$ cat src/rtl/glitch_sweeper.sv
// ----------------------------------------------------------------------------
// glitch_sweeper
//
// Sequencer for the glitch delayer. A start command walks a 2-D grid of
// (delay, width) points, with width in the inner loop and delay in the outer
// loop. For each point it presents the values, arms the delayer trigger path
// for exactly one shot, waits for that shot to finish, then advances.
//
// Optional feature macro: GLITCH_SWEEP_REPEAT_EN
//   defined     : i_REPEAT port exists, and each point fires max(i_REPEAT,1) times
//   not defined : each point fires exactly once
//
// Ports
//   i_CLK, i_RST_N       clock, asynchronous active-low reset
//   i_START, i_ABORT     sweep start pulse (IDLE only) / abort (highest priority)
//   i_DELAY_*            delay axis start/stop/step, sampled at start
//   i_WIDTH_*            width axis start/stop/step, sampled at start
//   i_REPEAT             shots per point (macro only)
//   i_RUN                delayer run status, high while a shot is in progress
//   o_DELAY, o_WIDTH     current point presented to the delayer
//   o_ARM                trigger-path enable
//   o_BUSY               high outside IDLE
//   o_DONE               one-cycle pulse on normal completion
//   o_SHOT_CNT           completed shots in the current/last sweep
//
// state | meaning
// ------+-----------------------------------------------------------
// IDLE  | waiting for a start, trigger path closed
// ARMED | point presented, trigger path open, waiting for i_RUN rise
// FIRE  | shot in progress, waiting for i_RUN to fall
// STEP  | count the shot and pick the next point (or finish)
// DONE  | one-cycle completion pulse
// ----------------------------------------------------------------------------
module glitch_sweeper #(
    parameter int CNT_W = 32
`ifdef GLITCH_SWEEP_REPEAT_EN
    , parameter int REP_W = 16
`endif
) (
    input  logic             i_CLK,
    input  logic             i_RST_N,
    input  logic             i_START,
    input  logic             i_ABORT,
    input  logic [CNT_W-1:0] i_DELAY_START,
    input  logic [CNT_W-1:0] i_DELAY_STOP,
    input  logic [CNT_W-1:0] i_DELAY_STEP,
    input  logic [CNT_W-1:0] i_WIDTH_START,
    input  logic [CNT_W-1:0] i_WIDTH_STOP,
    input  logic [CNT_W-1:0] i_WIDTH_STEP,
`ifdef GLITCH_SWEEP_REPEAT_EN
    input  logic [REP_W-1:0] i_REPEAT,
`endif
    input  logic             i_RUN,
    output logic [CNT_W-1:0] o_DELAY,
    output logic [CNT_W-1:0] o_WIDTH,
    output logic             o_ARM,
    output logic             o_BUSY,
    output logic             o_DONE,
    output logic [CNT_W-1:0] o_SHOT_CNT
);

    typedef enum logic [2:0] {
        S_IDLE  = 3'd0,
        S_ARMED = 3'd1,
        S_FIRE  = 3'd2,
        S_STEP  = 3'd3,
        S_DONE  = 3'd4
    } state_t;

    state_t           state_q, state_d;
    logic             run_prev_q;
    logic [CNT_W-1:0] delay_q, delay_d;
    logic [CNT_W-1:0] width_q, width_d;
    logic [CNT_W-1:0] shot_cnt_q, shot_cnt_d;
    logic [CNT_W-1:0] d_stop_q, d_stop_d;
    logic [CNT_W-1:0] d_step_q, d_step_d;
    logic [CNT_W-1:0] w_start_q, w_start_d;
    logic [CNT_W-1:0] w_stop_q, w_stop_d;
    logic [CNT_W-1:0] w_step_q, w_step_d;

    logic [CNT_W:0]   w_sum;
    logic [CNT_W:0]   d_sum;
    logic             w_adv_ok;
    logic             d_adv_ok;
    logic             rep_more;
    logic             start_ok;

`ifdef GLITCH_SWEEP_REPEAT_EN
    logic [REP_W-1:0] rep_q, rep_d;
    logic [REP_W-1:0] rep_n_q, rep_n_d;
    logic [REP_W-1:0] rep_max;
`endif

    // Sums are one bit wider so a carry out of CNT_W bits is visible and
    // blocks the advance instead of wrapping back to a small value.
    always_comb begin
        w_sum    = {1'b0, width_q} + {1'b0, w_step_q};
        d_sum    = {1'b0, delay_q} + {1'b0, d_step_q};
        w_adv_ok = (w_step_q != '0) && !w_sum[CNT_W] && (w_sum <= {1'b0, w_stop_q});
        d_adv_ok = (d_step_q != '0) && !d_sum[CNT_W] && (d_sum <= {1'b0, d_stop_q});
        start_ok = i_START && (i_WIDTH_START != '0);
    end

`ifdef GLITCH_SWEEP_REPEAT_EN
    always_comb begin
        rep_max  = (rep_n_q == '0) ? {{(REP_W-1){1'b0}}, 1'b1} : rep_n_q;
        rep_more = (rep_q < rep_max);
    end
`else
    assign rep_more = 1'b0;
`endif

    always_comb begin
        state_d    = state_q;
        delay_d    = delay_q;
        width_d    = width_q;
        shot_cnt_d = shot_cnt_q;
        d_stop_d   = d_stop_q;
        d_step_d   = d_step_q;
        w_start_d  = w_start_q;
        w_stop_d   = w_stop_q;
        w_step_d   = w_step_q;
`ifdef GLITCH_SWEEP_REPEAT_EN
        rep_d      = rep_q;
        rep_n_d    = rep_n_q;
`endif

        if (i_ABORT) begin
            // Abort leaves the point values and shot count where they were.
            state_d = S_IDLE;
        end else begin
            case (state_q)
                S_IDLE: begin
                    if (start_ok) begin
                        d_stop_d   = i_DELAY_STOP;
                        d_step_d   = i_DELAY_STEP;
                        w_start_d  = i_WIDTH_START;
                        w_stop_d   = i_WIDTH_STOP;
                        w_step_d   = i_WIDTH_STEP;
                        delay_d    = i_DELAY_START;
                        width_d    = i_WIDTH_START;
                        shot_cnt_d = '0;
`ifdef GLITCH_SWEEP_REPEAT_EN
                        rep_n_d    = i_REPEAT;
                        rep_d      = {{(REP_W-1){1'b0}}, 1'b1};
`endif
                        state_d    = S_ARMED;
                    end
                end
                S_ARMED: begin
                    if (i_RUN && !run_prev_q) begin
                        state_d = S_FIRE;
                    end
                end
                S_FIRE: begin
                    if (!i_RUN) begin
                        state_d = S_STEP;
                    end
                end
                S_STEP: begin
                    shot_cnt_d = shot_cnt_q + 1'b1;
                    state_d    = S_ARMED;
                    if (rep_more) begin
`ifdef GLITCH_SWEEP_REPEAT_EN
                        rep_d = rep_q + 1'b1;
`endif
                    end else if (w_adv_ok) begin
`ifdef GLITCH_SWEEP_REPEAT_EN
                        rep_d = {{(REP_W-1){1'b0}}, 1'b1};
`endif
                        width_d = w_sum[CNT_W-1:0];
                    end else if (d_adv_ok) begin
`ifdef GLITCH_SWEEP_REPEAT_EN
                        rep_d = {{(REP_W-1){1'b0}}, 1'b1};
`endif
                        width_d = w_start_q;
                        delay_d = d_sum[CNT_W-1:0];
                    end else begin
                        state_d = S_DONE;
                    end
                end
                S_DONE: begin
                    state_d = S_IDLE;
                end
                default: begin
                    state_d = S_IDLE;
                end
            endcase
        end
    end

    always_ff @(posedge i_CLK or negedge i_RST_N) begin
        if (!i_RST_N) begin
            state_q    <= S_IDLE;
            run_prev_q <= 1'b0;
            delay_q    <= '0;
            width_q    <= '0;
            shot_cnt_q <= '0;
            d_stop_q   <= '0;
            d_step_q   <= '0;
            w_start_q  <= '0;
            w_stop_q   <= '0;
            w_step_q   <= '0;
`ifdef GLITCH_SWEEP_REPEAT_EN
            rep_q      <= {{(REP_W-1){1'b0}}, 1'b1};
            rep_n_q    <= '0;
`endif
        end else begin
            state_q    <= state_d;
            run_prev_q <= i_RUN;
            delay_q    <= delay_d;
            width_q    <= width_d;
            shot_cnt_q <= shot_cnt_d;
            d_stop_q   <= d_stop_d;
            d_step_q   <= d_step_d;
            w_start_q  <= w_start_d;
            w_stop_q   <= w_stop_d;
            w_step_q   <= w_step_d;
`ifdef GLITCH_SWEEP_REPEAT_EN
            rep_q      <= rep_d;
            rep_n_q    <= rep_n_d;
`endif
        end
    end

    // Status outputs decode straight from the state register so that an
    // asynchronous reset clears them without waiting for a clock edge.
    assign o_ARM      = (state_q == S_ARMED);
    assign o_BUSY     = (state_q != S_IDLE);
    assign o_DONE     = (state_q == S_DONE);
    assign o_DELAY    = delay_q;
    assign o_WIDTH    = width_q;
    assign o_SHOT_CNT = shot_cnt_q;

endmodule
$ cat config.mk
export PLATFORM = sky130hd
export DESIGN_NAME = glitch_sweeper
export DESIGN_NICKNAME = d
export VERILOG_FILES = /design/src/rtl/glitch_sweeper.sv
export SDC_FILE = /design/constraint.sdc
export NUM_CORES = 1
export LEC_CHECK = 0
export BUFFER_PORTS_ARGS = -buffer_cell sky130_fd_sc_hd__buf_2
export CAP_MARGIN = 10
export CELL_PAD_IN_SITES_DETAIL_PLACEMENT = 1
export CELL_PAD_IN_SITES_GLOBAL_PLACEMENT = 1
export CORE_UTILIZATION = 47
export DETAILED_ROUTE_END_ITERATION = 8
export PLACE_DENSITY = 0.95
export SKIP_CTS_REPAIR_TIMING = 1
export SLEW_MARGIN = 20
export SYNTH_ARGS = -nofsm -noshare
export SYNTH_HDL_FRONTEND = slang
export SYNTH_SLANG_ARGS = --single-unit
$ cat constraint.sdc
create_clock -name i_CLK -period 7.7 [get_ports i_CLK]
set_clock_uncertainty 0.1 [all_clocks]
set_input_delay 0 -clock i_CLK [delete_from_list [all_inputs] [get_ports i_CLK]]
set_output_delay 0 -clock i_CLK [all_outputs]
set_load 0.05 [all_outputs]
Word level (Yosys, flattened, before mapping)
Index checks and enable logic that the tools add are counted.
- $add $sub $neg: 3
- $mul: 0
- div/mod/pow operators: 0
- $lt $le $gt $ge: 2
- equal/unequal tests: 11
- shifts and indexed selects: 0
- multiplexer cells: 17
- bitwise operators: 1
- reduce and logical (&&, ||, !) cells: 20
- operators by type and width (operator ; number):
    $mux W32 ; 7
    $pmux W32 S2 ; 3
    $reduce_bool A32 Y1 ; 3
    $add A32 B32 Y33 ; 2
    $le A33 B32 Y1 ; 2
    $add A32 B1 Y32 const B ; 1
    $mux W3 ; 6
    $pmux W3 S4 ; 1
    $ne A3 B3 Y1 const B ; 3
    $reduce_and A3 Y1 ; 3
    $eq A3 B2 Y1 const B ; 2
    $logic_and A1 B1 Y1 ; 6
    $ne A2 B2 Y1 const B ; 3
    $reduce_and A5 Y1 ; 1
    $reduce_and A4 Y1 ; 1
    $eq A3 B1 Y1 const B ; 1
    $eq A3 B3 Y1 const B ; 1
    $logic_not A1 Y1 ; 3
    $logic_not A3 Y1 ; 1
    $ne A3 B2 Y1 const B ; 1
    $reduce_bool A3 Y1 ; 1
    $reduce_bool A2 Y1 ; 1
    $not A1 Y1 ; 1
- register bits: 260
- bits in latches: 0
- memory bits (writable): 0
- memory bits (read-only): 0
- bits of input ports: 197
- output and inout bits: 99
- word-level logic and storage cells: 64
- memories kept: 0

Logic depth before layout (Yosys ltp)
Gate-level depths: netlist (run 1).
- depth after elaboration: 8
- depth in mapped cells: 22
- depth with buffers taken out: 21

Worst setup path before layout (run 1)
No wires, ideal clock.
- path kind: register -> register
- start point: reg delay_q[2], in the netlist o_DELAY[2]
- end point: reg width_q[25], in the netlist o_WIDTH[25]
- setup time: 126 ps
- arrival: 4682 ps
- data required time: 7474 ps
- path slack: 2792 ps
- cell stages (with the launch flop): 20
- path buffers: 1
- period minus slack after synthesis: 4908 ps
- path through: dfrtp_1 > ha_1 > o211ai_1 > o21ai_1 > o2111ai_1 > o21ai_1 > a31oi_1 > a311oi_1 > xor2_1 > ha_1 > nand4_1 > nor3_1 > a211o_1 > or3_1 > o21ai_0 > o211ai_1 > o211ai_2 > o21ai_2 > buf_4 > a221o_1
- word-level cells in the longest chain between the ends: 6
- elaborated cells on any way between the ends: 7
- those cells by class: add/sub (1); order compare (1); eq/ne (1); reduce/logical (4)
- ends and longest elaborated chain (what ; RTL line ; RTL):
    start: declaration ; 72 ; logic [CNT_W-1:0] delay_q, delay_d;
    start signal: assignment ; 211 ; delay_q <= delay_d;
    $add A32 B32 Y33 (*) ; 98 ; d_sum = {1'b0, delay_q} + {1'b0, d_step_q};
    parallel branches: the longest is 2 deep, another holds $le A33 B32 Y1 ; n/a ;
    $logic_and A1 B1 Y1 (*) ; 100 ; d_adv_ok = (d_step_q != '0) && !d_sum[CNT_W] && (d_sum <= {1'b0, d_stop_q});
    $ne A3 B3 Y1 (no source line) (*) ; n/a ;
    $reduce_and A4 Y1 (no source line) (*) ; n/a ;
    end signal: assignment ; 212 ; width_q <= width_d;
    end: declaration ; 73 ; logic [CNT_W-1:0] width_q, width_d;
Mark *: on every way between the ends.
A chain may end at the register's enable or synchronous reset.

Final worst setup path (run 1)
- start point: reg delay_q[4], in the netlist o_DELAY[4]
- end point: reg width_q[15], in the netlist o_WIDTH[15]
The elaborated chain is that of the path after synthesis.

==> reports/metrics.yaml, run 1 <==
ys_types: 80
dp_hpwl_mm: 41.7
drive_above_1_share: 0.222
cts_buffers: 30
fin_util: 0.625
cp_max_fo: 32
layout_common_cells: "buf_2, dfrtp_1, dlygate4sd3_1, nand2_1, o21ai_0"
multi_input_area_sq_mm: 0.00912
timing.fmax_mhz: 146
layout_min_cycle_time_ns: 6.86
synth-main-ff-cell: "dfrtp_1"
finalSetupTns_ns: 0
yosys.area_share.simple: 0.129
startpoint_type: "flip-flop"
fp.dieH_microns: 188
antenna_found_initial: 16
seq_area_sq_mm: 0.00651
grt_pass1_vias: 16100
hold_path_class: "in -> async"
synth_fa_ha_area_frac: 0.102
hold_violations: 3
cts.path.max_buffers: 3
gr-total-overflow: 0
slew_viol_final: 0
rsz0062_at_grt: "no"
outcome: "complete, but fails checks"
failed_checks: "hold timing"
endpoint_kind: "flip-flop"
wirelength_mm: 75.3
synthMuxAreaShare: 0.124
synth.avg_cell_area_sq_um: 9.72
synth_compound_area_frac: 0.163
holdWs_ns: -0.0209
tightest_slew_ns: 1.43
drt-initial-drc-count: 1298
htree_levels: 1
synth_cells: 1667
synth.largest_area_cell: "dfrtp_1"
synth_edf_count: 0
syn_area_sq_mm: 0.0162
portBuffers: 295
grt_usage: 0.323
synth_area_leaders: "dfrtp_1, ha_1, mux2_2"
synthXorXnorAreaFrac: 0.0432
synth_seq_area_share: 0.402
async_flop_share: 1.00
synth_nets: 1995
gp_congestion: 0.899
synth_top_family_by_area: "compound AO/OA/AOI/OAI gates"
final_nets: 2463
clock_latency_ns: 0.59
slew_headroom: 0.0337
r2r-start: "o_DELAY[4]"
ys_ff_latch: 260
cts_sinks: 260
crit_type: "reg -> reg"
finalSetupViolCount: 0
die_w_microns: 188
grt_max_degree: 120
syn_to_final_growth_pct: 30.0
final_common_cell: "buf_2"
max_cap_viol_count: 0
ys_warn_count: 0
root_buffer: "clkbuf_16"
avgViaCountPerCell: 6.45
fillers: 3716
dr.pass1.iters: 5
wl_per_cell_microns: 28.8
yosysTopAreaCellShare: 0.402
grt_pass1_wl_mm: 90.7
cts_tree: "built"
ant_nets: 0
start_util: 0.481
cp_data_arrival_time_ns: 7.16
required_ns: 8.00
pin_count: 296
vias: 16900
row_count: 67
cp-startpoint: "o_DELAY[4]"
core_sq_mm: 0.0337
drc: 0
dieArea_sq_mm: 0.0352
path_clk_slew_ns: 0.07
post-route-period-util: 0.891
-- registers in the layout (all words and copies together) (netlist names) --
register	cells
d_step_q	32
d_stop_q	32
o_DELAY	32
o_SHOT_CNT	32
o_WIDTH	32
w_start_q	32
w_step_q	32
w_stop_q	32
state_q	3
run_prev_q	1
-- final timing paths --
check,end,slack [ns],cells after the start
setup / recovery,o_WIDTH[15],0.84,19
hold / removal,d_stop_q[10],-0.02,2
setup reg to reg,o_WIDTH[15],0.84,19
hold reg to reg,w_start_q[0],0.42,1
max in group asynchronous,d_step_q[9],5.83,3
min in group i_CLK,state_q[2],0.03,5
-- per-stage QoR --
step | hold WS (ns) | instances | setup WS (ns) | instance area [sq um]
2_1_floorplan | -0.396 | 1667 | 2.79 | 16200
3_3_place_gp | 0.0278 | 2355 | 1.55 | 18100
3_5_place_dp | 0.0332 | 2355 | 1.28 | 18100
4_1_cts | -0.554 | 2409 | 1.25 | 19100
5_1_grt | 0.0412 | 2607 | 0.616 | 21000
6_report | -0.0209 | 2614 | 0.838 | 21100
-- synthesized netlist by cell type, types with 4 or more instances --
cell type	n
nor2_1	73
nand2_1	183
and2_1	12
mux2_1	29
buf_2	12
xnor2_1	35
and3_1	14
nand4_1	29
o211ai_1	18
clkbuf_1	45
a31oi_1	10
buf_4	6
a211oi_1	15
inv_1	83
nor3_1	21
a21o_1	32
nor4_1	30
a21oi_1	107
nand2b_1	10
ha_1	129
o21a_1	11
dfrtp_1	260
nor2b_1	7
mux2i_1	55
xor2_1	45
mux2_2	101
nand3_1	25
o21ai_0	162
a41oi_1	4
and4_1	8
or2_2	5
or3_1	7
o21bai_1	7
-- critical path: stages (launching register included) --
cell	delay, ns
dfrtp_1	0.44
ha_1	0.44
o211ai_1	0.13
o21ai_1	0.28
o2111ai_1	0.25
o21ai_1	0.68
a31oi_1	0.24
a311oi_1	0.53
xor2_1	0.23
ha_1	0.35
nand4_1	0.26
nor4_1	0.60
and3_1	0.34
nor3_1	0.06
o21ai_0	0.16
o211ai_1	0.27
o211ai_2	0.30
o21ai_4	0.08
buf_4	0.31
mux2_1	0.55
-- logic make-up (layout without fill, tap and decap cells) --
| kind of cell | count (synthesis) | after routing |
|---|---|---|
| XOR/XNOR | 80 | 80 |
| other | 0 | 9 |
| adder cells (fa/ha/maj) | 131 | 131 |
| AND/OR/NAND/NOR | 438 | 438 |
| flip-flops | 260 | 260 |
| AO/OA/AOI/OAI | 424 | 424 |
| multiplexers | 185 | 185 |
| buffers and inverters | 149 | 639 |
-- routing by layer --
metal,GRT usage,part of all wire,up-vias
li1,-,-,6984
met1,0.391,0.35,8271
met2,0.562,0.47,1151
met3,0.0560,0.090,441
met4,0.146,0.080,14
met5,0,0.0012,-
-- area by class of cell --
type	instances	area share
Multi-Input combinational cell	1258	0.433
Sequential cell	260	0.309
Timing Repair Buffer	502	0.168
Clock buffer	46	0.0438
Tap cell	448	0.0266
Inverter	83	0.0148
Clock inverter	8	0.00321
Antenna cell	9	0.00107
Power of run 1 is not shown: default switching activity piles up to over one toggle a cycle in this logic, so the estimate is an artifact.
==> inputs of run 2 (changes only) <==
Settings changed: CORE_MARGIN set to 8, REMOVE_ABC_BUFFERS set to 1.
==> run 2 against run 1 <==
Against the previous run:
- the flow now finishes without violations
- sequential share of layout area down 0.19 points
- global-route usage is 2.4 points lower
- wire length increased by 12%
- die area is 15% higher
- hold slack gained 0.036 ns
- core utilization decreased by 0.70 points
- setup slack worse by 0.58 ns
- final cell count up 0.31%
- design area up 0.61%
- fmax shrank 7.7%
- flip-flop and latch count did not move
- non-clock buffer count is 2 lower
- critical path type unchanged
- critical endpoint is now o_WIDTH[8]
- highest routed layer unchanged
==> reports/metrics.yaml, run 2 (synthesis gave the netlist of run 1 again) <==
outcome: "completed"  # was complete, but fails checks
final_nets: 2465  # was 2463
dr.pass1.iters: 9  # was 5
drive_above_1_share: 0.222  # about the same
root_buffer: "clkbuf_16"  # unchanged
crit_type: "reg -> reg"  # unchanged
clock_latency_ns: 0.59  # about the same
cpMostUsedCell: "o21ai_0"
layout_min_cycle_time_ns: 7.44  # was 6.86 ns
cp.buffers_inverters: 1  # unchanged
wirelength_mm: 84.3  # was 75.3 mm
hold_violations: 0  # was 3
grt_max_degree: 238  # was 120
pin_count: 296  # unchanged
die_w_microns: 202  # was 188 microns
cts.path.max_buffers: 3  # unchanged
avgViaCountPerCell: 6.65  # was 6.45
cp_data_arrival_time_ns: 7.78  # was 7.16 ns
cp_slowest_stage_delay_ns: 0.71  # was 0.68 ns
start_util: 0.473  # was 0.481
tightest_slew_ns: 1.22  # was 1.43 ns
gp_congestion: 0.927  # was 0.899
endpoint_kind: "flip-flop"  # unchanged
rsz0062_at_grt: "no"  # unchanged
grt_usage: 0.300  # was 0.323
crit_family: "compound AO/OA/AOI/OAI gates"  # unchanged
core_sq_mm: 0.0343  # was 0.0337 sq mm
postPlaceCellArea_sq_mm: 0.0181  # about the same
slew_headroom: 0.188  # was 0.0337
dieArea_sq_mm: 0.0407  # was 0.0352 sq mm
layout_common_cells: "buf_2, dfrtp_1, dlygate4sd3_1, nand2_1, o21ai_0"  # unchanged
antenna_found_initial: 9  # was 16
row_count: 68  # was 67
vias: 17400  # was 16900
fp.dieH_microns: 202  # was 188 microns
cts_tree: "built"  # unchanged
portBuffers: 295  # unchanged
seq_area_sq_mm: 0.00651  # unchanged
cp_slowest_cell: "nor4b_1"  # was o21ai_1
max_cap_viol_count: 0  # unchanged
slew_viol_final: 0  # unchanged
cts_buffers: 34  # was 30
cp_max_fo: 32  # unchanged
required_ns: 8.04  # was 8.00 ns
final_common_cell: "buf_2"  # unchanged
htree_levels: 2  # was 1
fillers: 3737  # was 3716
wl_per_cell_microns: 32.1  # was 28.8 microns
post-route-period-util: 0.966  # was 0.891
cts_sinks: 260  # unchanged
syn_to_final_growth_pct: 30.8  # was 30.0%
grt_pass1_vias: 16900  # was 16100
finalInstanceArea_sq_mm: 0.0212  # was 0.0211 sq mm
drc: 0  # unchanged
timing.fmax_mhz: 134  # was 146 MHz
drt-initial-drc-count: 1811  # was 1298
grt_pass1_wl_mm: 97.2  # was 90.7 mm
startpoint_type: "flip-flop"  # unchanged
ant_nets: 0  # unchanged
path_clk_slew_ns: 0.06  # was 0.07 ns
multi_input_area_sq_mm: 0.00912  # unchanged
cp_cell_sequence: "ha_1 -> and2_1 -> o2111ai_1 -> a21oi_1 -> o21ai_0 -> a21oi_1 -> xor2_1 -> ha_1 -> nand4_1 -> nor4b_1 -> a21bo_2 -> o21ai_0 -> o21ai_0 -> o2111ai_4 -> buf_4 -> mux2i_1 -> o21ai_0 -> mux2_1"  # was ha_1 -> o211ai_1 -> o21ai_1 -> o2111ai_1 -> o21ai_1 -> a31oi_1 -> a311oi_1 -> xor2_1 -> ha_1 -> nand4_1 -> nor4_1 -> and3_1 -> nor3_1 -> o21ai_0 -> o211ai_1 -> o211ai_2 -> o21ai_4 -> buf_4 -> mux2_1
dp_hpwl_mm: 43.9  # was 41.7 mm
finalSetupViolCount: 0  # unchanged
gr-total-overflow: 0  # unchanged
hold_path_class: "in -> reg"  # was in -> async
## run 2: cell types whose count changed in the layout (fill, tap and decap cells not counted), sizes merged
cell,delta
buf,-2
bufinv,+2
clkbuf,+4
clkinv,-3
diode,-4
clkinvlp,+2
inv,+2
## run 2: layout make-up
cell class	instances	share of cell area
clock inverters	11	0.00703
repair buffers	500	0.166
well taps	455	0.0269
multi-input cells	1258	0.431
inverters	83	0.0147
flip-flops and latches	260	0.307
diodes	5	0.000590
clock buffers	50	0.0468
## run 2: metal layers
metal,GRT usage,wire (microns),share of wire,vias to the layer above
li1,-,-,-,6974
met1,0.340,27900,0.33,8412
met2,0.523,40100,0.48,1464
met3,0.0619,8790,0.10,589
met4,0.165,7380,0.088,6
met5,0,57,0.00068,-
## run 2: final timing paths
check                      slack (ns)      endpoint         start  cells past startpoint
setup / recovery                 0.26    o_WIDTH[8]   w_step_q[8]                     18
hold reg to reg                  0.41  w_start_q[7]  w_start_q[7]                      1
min in group asynchronous        0.03  w_start_q[2]       i_RST_N                      2
max in group asynchronous        5.36   d_step_q[2]       i_RST_N                      4
setup reg to reg                 0.26    o_WIDTH[8]   w_step_q[8]                     18
hold / removal                   0.02    state_q[2]       i_START                      5
## run 2: tightest hold or removal path, delay by kind of cell
| family | cells | cell delay, ns |
|---|---|---|
| compound gates | 2 | 0.34 |
| simple gates | 1 | 0.07 |
| buf+inv | 2 | 0.22 |
## run 2: stage by stage
| step | util | hold WS (ns) | instances | TNS [ns] | setup WS (ns) |
|---|---|---|---|---|---|
| floorplan | - | -0.396 | 1601 | -399.94 | -3.61 |
| global placement | 0.527 | 0.0440 | 2361 | 0 | 1.61 |
| detailed placement | 0.527 | 0.0512 | 2361 | 0 | 1.52 |
| CTS | 0.561 | -0.526 | 2422 | 0 | 1.38 |
| global route | 0.618 | 0.0537 | 2618 | 0 | 0.264 |
| finish | 0.618 | 0.0155 | 2622 | 0 | 0.262 |
Power of run 2 is left out for the same reason.
==> inputs of run 3 (changes only) <==
--- a/config.mk
+++ b/config.mk
@@ -12,4 +12,5 @@
 export CORE_MARGIN = 8
 export CORE_UTILIZATION = 47
+export CTS_CLUSTER_DIAMETER = 120
 export DETAILED_ROUTE_END_ITERATION = 8
 export PLACE_DENSITY = 0.95
==> constraint.sdc (replaced) <==
create_clock -name i_CLK -period 7.7 [get_ports i_CLK]
set_clock_uncertainty 0.1 [all_clocks]
set_input_delay 0.77 -clock i_CLK [delete_from_list [all_inputs] [get_ports i_CLK]]
set_output_delay 0.77 -clock i_CLK [all_outputs]
set_load 0.05 [all_outputs]
==> run 3 against run 2 <==
Against the previous run:
- hold slack better by 0.21 ns
- register-to-register slack better by 1.0 ns
- via count is 15% lower
- fmax is 16% higher
- wire length is 29% lower
- highest routed layer unchanged
==> reports/metrics.yaml, run 3 (synthesis gave the netlist of run 1 again) <==
rsz0062_at_grt: "no"  # unchanged
finalSetupTns_ns: 0  # unchanged
ant_nets: 0  # unchanged
fin_ws_ns: 1.28  # was 0.262 ns
dieArea_sq_mm: 0.0407  # unchanged
timing.fmax_mhz: 156  # was 134 MHz
htree_levels: 1  # was 2
finalSetupViolCount: 0  # unchanged
grt_max_degree: 196  # was 238
drt-initial-drc-count: 917  # was 1811
drc: 0  # unchanged
row_count: 68  # unchanged
cp_cell_sequence: "ha_1 -> a211oi_1 -> o21a_1 -> a21oi_1 -> o21ai_0 -> a21oi_1 -> xor2_1 -> ha_1 -> nand4_1 -> nor4b_1 -> a21bo_2 -> o21ai_0 -> o21ai_0 -> o2111ai_4 -> buf_4 -> mux2i_1 -> a21oi_1 -> mux2_2"  # was ha_1 -> and2_1 -> o2111ai_1 -> a21oi_1 -> o21ai_0 -> a21oi_1 -> xor2_1 -> ha_1 -> nand4_1 -> nor4b_1 -> a21bo_2 -> o21ai_0 -> o21ai_0 -> o2111ai_4 -> buf_4 -> mux2i_1 -> o21ai_0 -> mux2_1
cts.path.max_buffers: 3  # unchanged
fillers: 3867  # was 3737
grt_usage: 0.290  # was 0.300
cts_buffers: 31  # was 34
grt_pass1_wl_mm: 95.2  # was 97.2 mm
slew_headroom: 0.346  # was 0.188
wirelength_mm: 60.2  # was 84.3 mm
cp_slowest_cell: "nor4b_1"  # unchanged
dr.pass1.iters: 5  # was 9
clock_latency_ns: 0.57  # was 0.59 ns
wl_per_cell_microns: 24.9  # was 32.1 microns
dp_slack_ns: 1.45  # was 1.52 ns
path_clk_slew_ns: 0.06  # about the same
antenna_found_initial: 7  # was 9
max_cap_viol_count: 0  # unchanged
final_nets: 2266  # was 2465
cp_data_arrival_time_ns: 6.77  # was 7.78 ns
portBuffers: 295  # unchanged
cp_slowest_stage_delay_ns: 0.79  # was 0.71 ns
crit_cells: 18  # unchanged
root_buffer: "clkbuf_16"  # unchanged
dp_hpwl_mm: 43.1  # was 43.9 mm
fp.dieH_microns: 202  # unchanged
startpoint_type: "flip-flop"  # unchanged
drive_above_1_share: 0.245  # was 0.222
core_sq_mm: 0.0343  # unchanged
layout_min_cycle_time_ns: 6.42  # was 7.44 ns
gp_congestion: 0.913  # was 0.927
postPlaceCellArea_sq_mm: 0.0181  # about the same
outcome: "completed"  # unchanged
cts_sinks: 260  # unchanged
required_ns: 8.05  # was 8.04 ns
cp_max_fo: 32  # unchanged
start_util: 0.473  # unchanged
endpoint_kind: "flip-flop"  # unchanged
hold_violations: 0  # unchanged
cp.buffers_inverters: 1  # unchanged
cts_tree: "built"  # unchanged
tightest_slew_ns: 0.980  # was 1.22 ns
vias: 14900  # was 17400
crit_type: "reg -> reg"  # unchanged
die_w_microns: 202  # unchanged
post-route-period-util: 0.834  # was 0.966
finalInstanceArea_sq_mm: 0.0192  # was 0.0212 sq mm
pin_count: 296  # unchanged
gr-total-overflow: 0  # unchanged
avgViaCountPerCell: 6.14  # was 6.65
grt_pass1_vias: 16600  # was 16900
final_common_cell: "buf_2"  # unchanged
crit_family: "compound AO/OA/AOI/OAI gates"  # unchanged
layout_common_cells: "buf_2, dfrtp_1, nand2_1, o21ai_0, ha_1"  # was buf_2, dfrtp_1, dlygate4sd3_1, nand2_1, o21ai_0
slew_viol_final: 0  # unchanged
reg2reg_depth: 18  # unchanged
syn_to_final_growth_pct: 18.5  # was 30.8%
hold_path_class: "in -> async"  # was in -> reg
[run 3: cell count changes in the layout (fill, tap and decap cells not counted), moves of 2 or more]
cell / previous run / this run
clkbuf_16: 35 / 31
bufinv_16: 3 / 5
clkbuf_8: 6 / 8
clkbuf_1: 9 / 4
dlygate4sd3_1: 195 / 0
clkinv_2: 2 / 5
inv_6: 2 / 0
[run 3: final timing paths]
check                                   start             to  slack [ns]
worst max-delay path               o_WIDTH[1]    o_WIDTH[31]        1.28
worst min-delay path                  i_RST_N   w_start_q[2]        0.23
worst max register to register     o_WIDTH[1]    o_WIDTH[31]        1.28
worst min register to register  w_start_q[13]  w_start_q[13]        0.41
max in group asynchronous             i_RST_N    d_step_q[9]        5.70
min in group i_CLK                      i_RUN     run_prev_q        0.24
[run 3: area by class of cell]
cell class / count / area [sq um] / area share
multi-input cells: 1258 / 9120 / 0.475
flip-flops and latches: 260 / 6510 / 0.339
repair buffers: 304 / 1570 / 0.0816
clock buffers: 43 / 901 / 0.0469
well taps: 455 / 569 / 0.0297
inverters: 83 / 312 / 0.0162
clock inverters: 14 / 206 / 0.0108
diodes: 6 / 15.0 / 0.000782
[run 3: worst reg2reg max path, stage by stage, from the launching register on]
cell       delay, ns
dfrtp_1         0.44
ha_1            0.35
a211oi_1        0.38
o21a_1          0.32
a21oi_1         0.15
o21ai_0         0.49
a21oi_1         0.25
xor2_1          0.23
ha_1            0.36
nand4_1         0.12
nor4b_1         0.79
a21bo_2         0.30
o21ai_0         0.17
o21ai_0         0.19
o2111ai_4       0.19
buf_4           0.61
mux2i_1         0.35
a21oi_1         0.17
mux2_2          0.35
[run 3: metal layers]
layer  GRT usage  vias to the layer above  part of all wire
li1            -                     6584                 -
met1       0.342                     7412              0.39
met2       0.496                      685              0.49
met3      0.0614                      202             0.067
met4       0.139                        2             0.048
met5           0                        -           0.00022
[run 3: metrics by stage]
step                hold slack, ns  cells   util
floorplan                    0.374   1601      -
global placement             0.389   2360  0.527
detailed placement           0.399   2360  0.527
CTS                          0.216   2417  0.559
global route                 0.235   2423  0.560
finish                       0.225   2423  0.560
Power of run 3 is left out for the same reason.
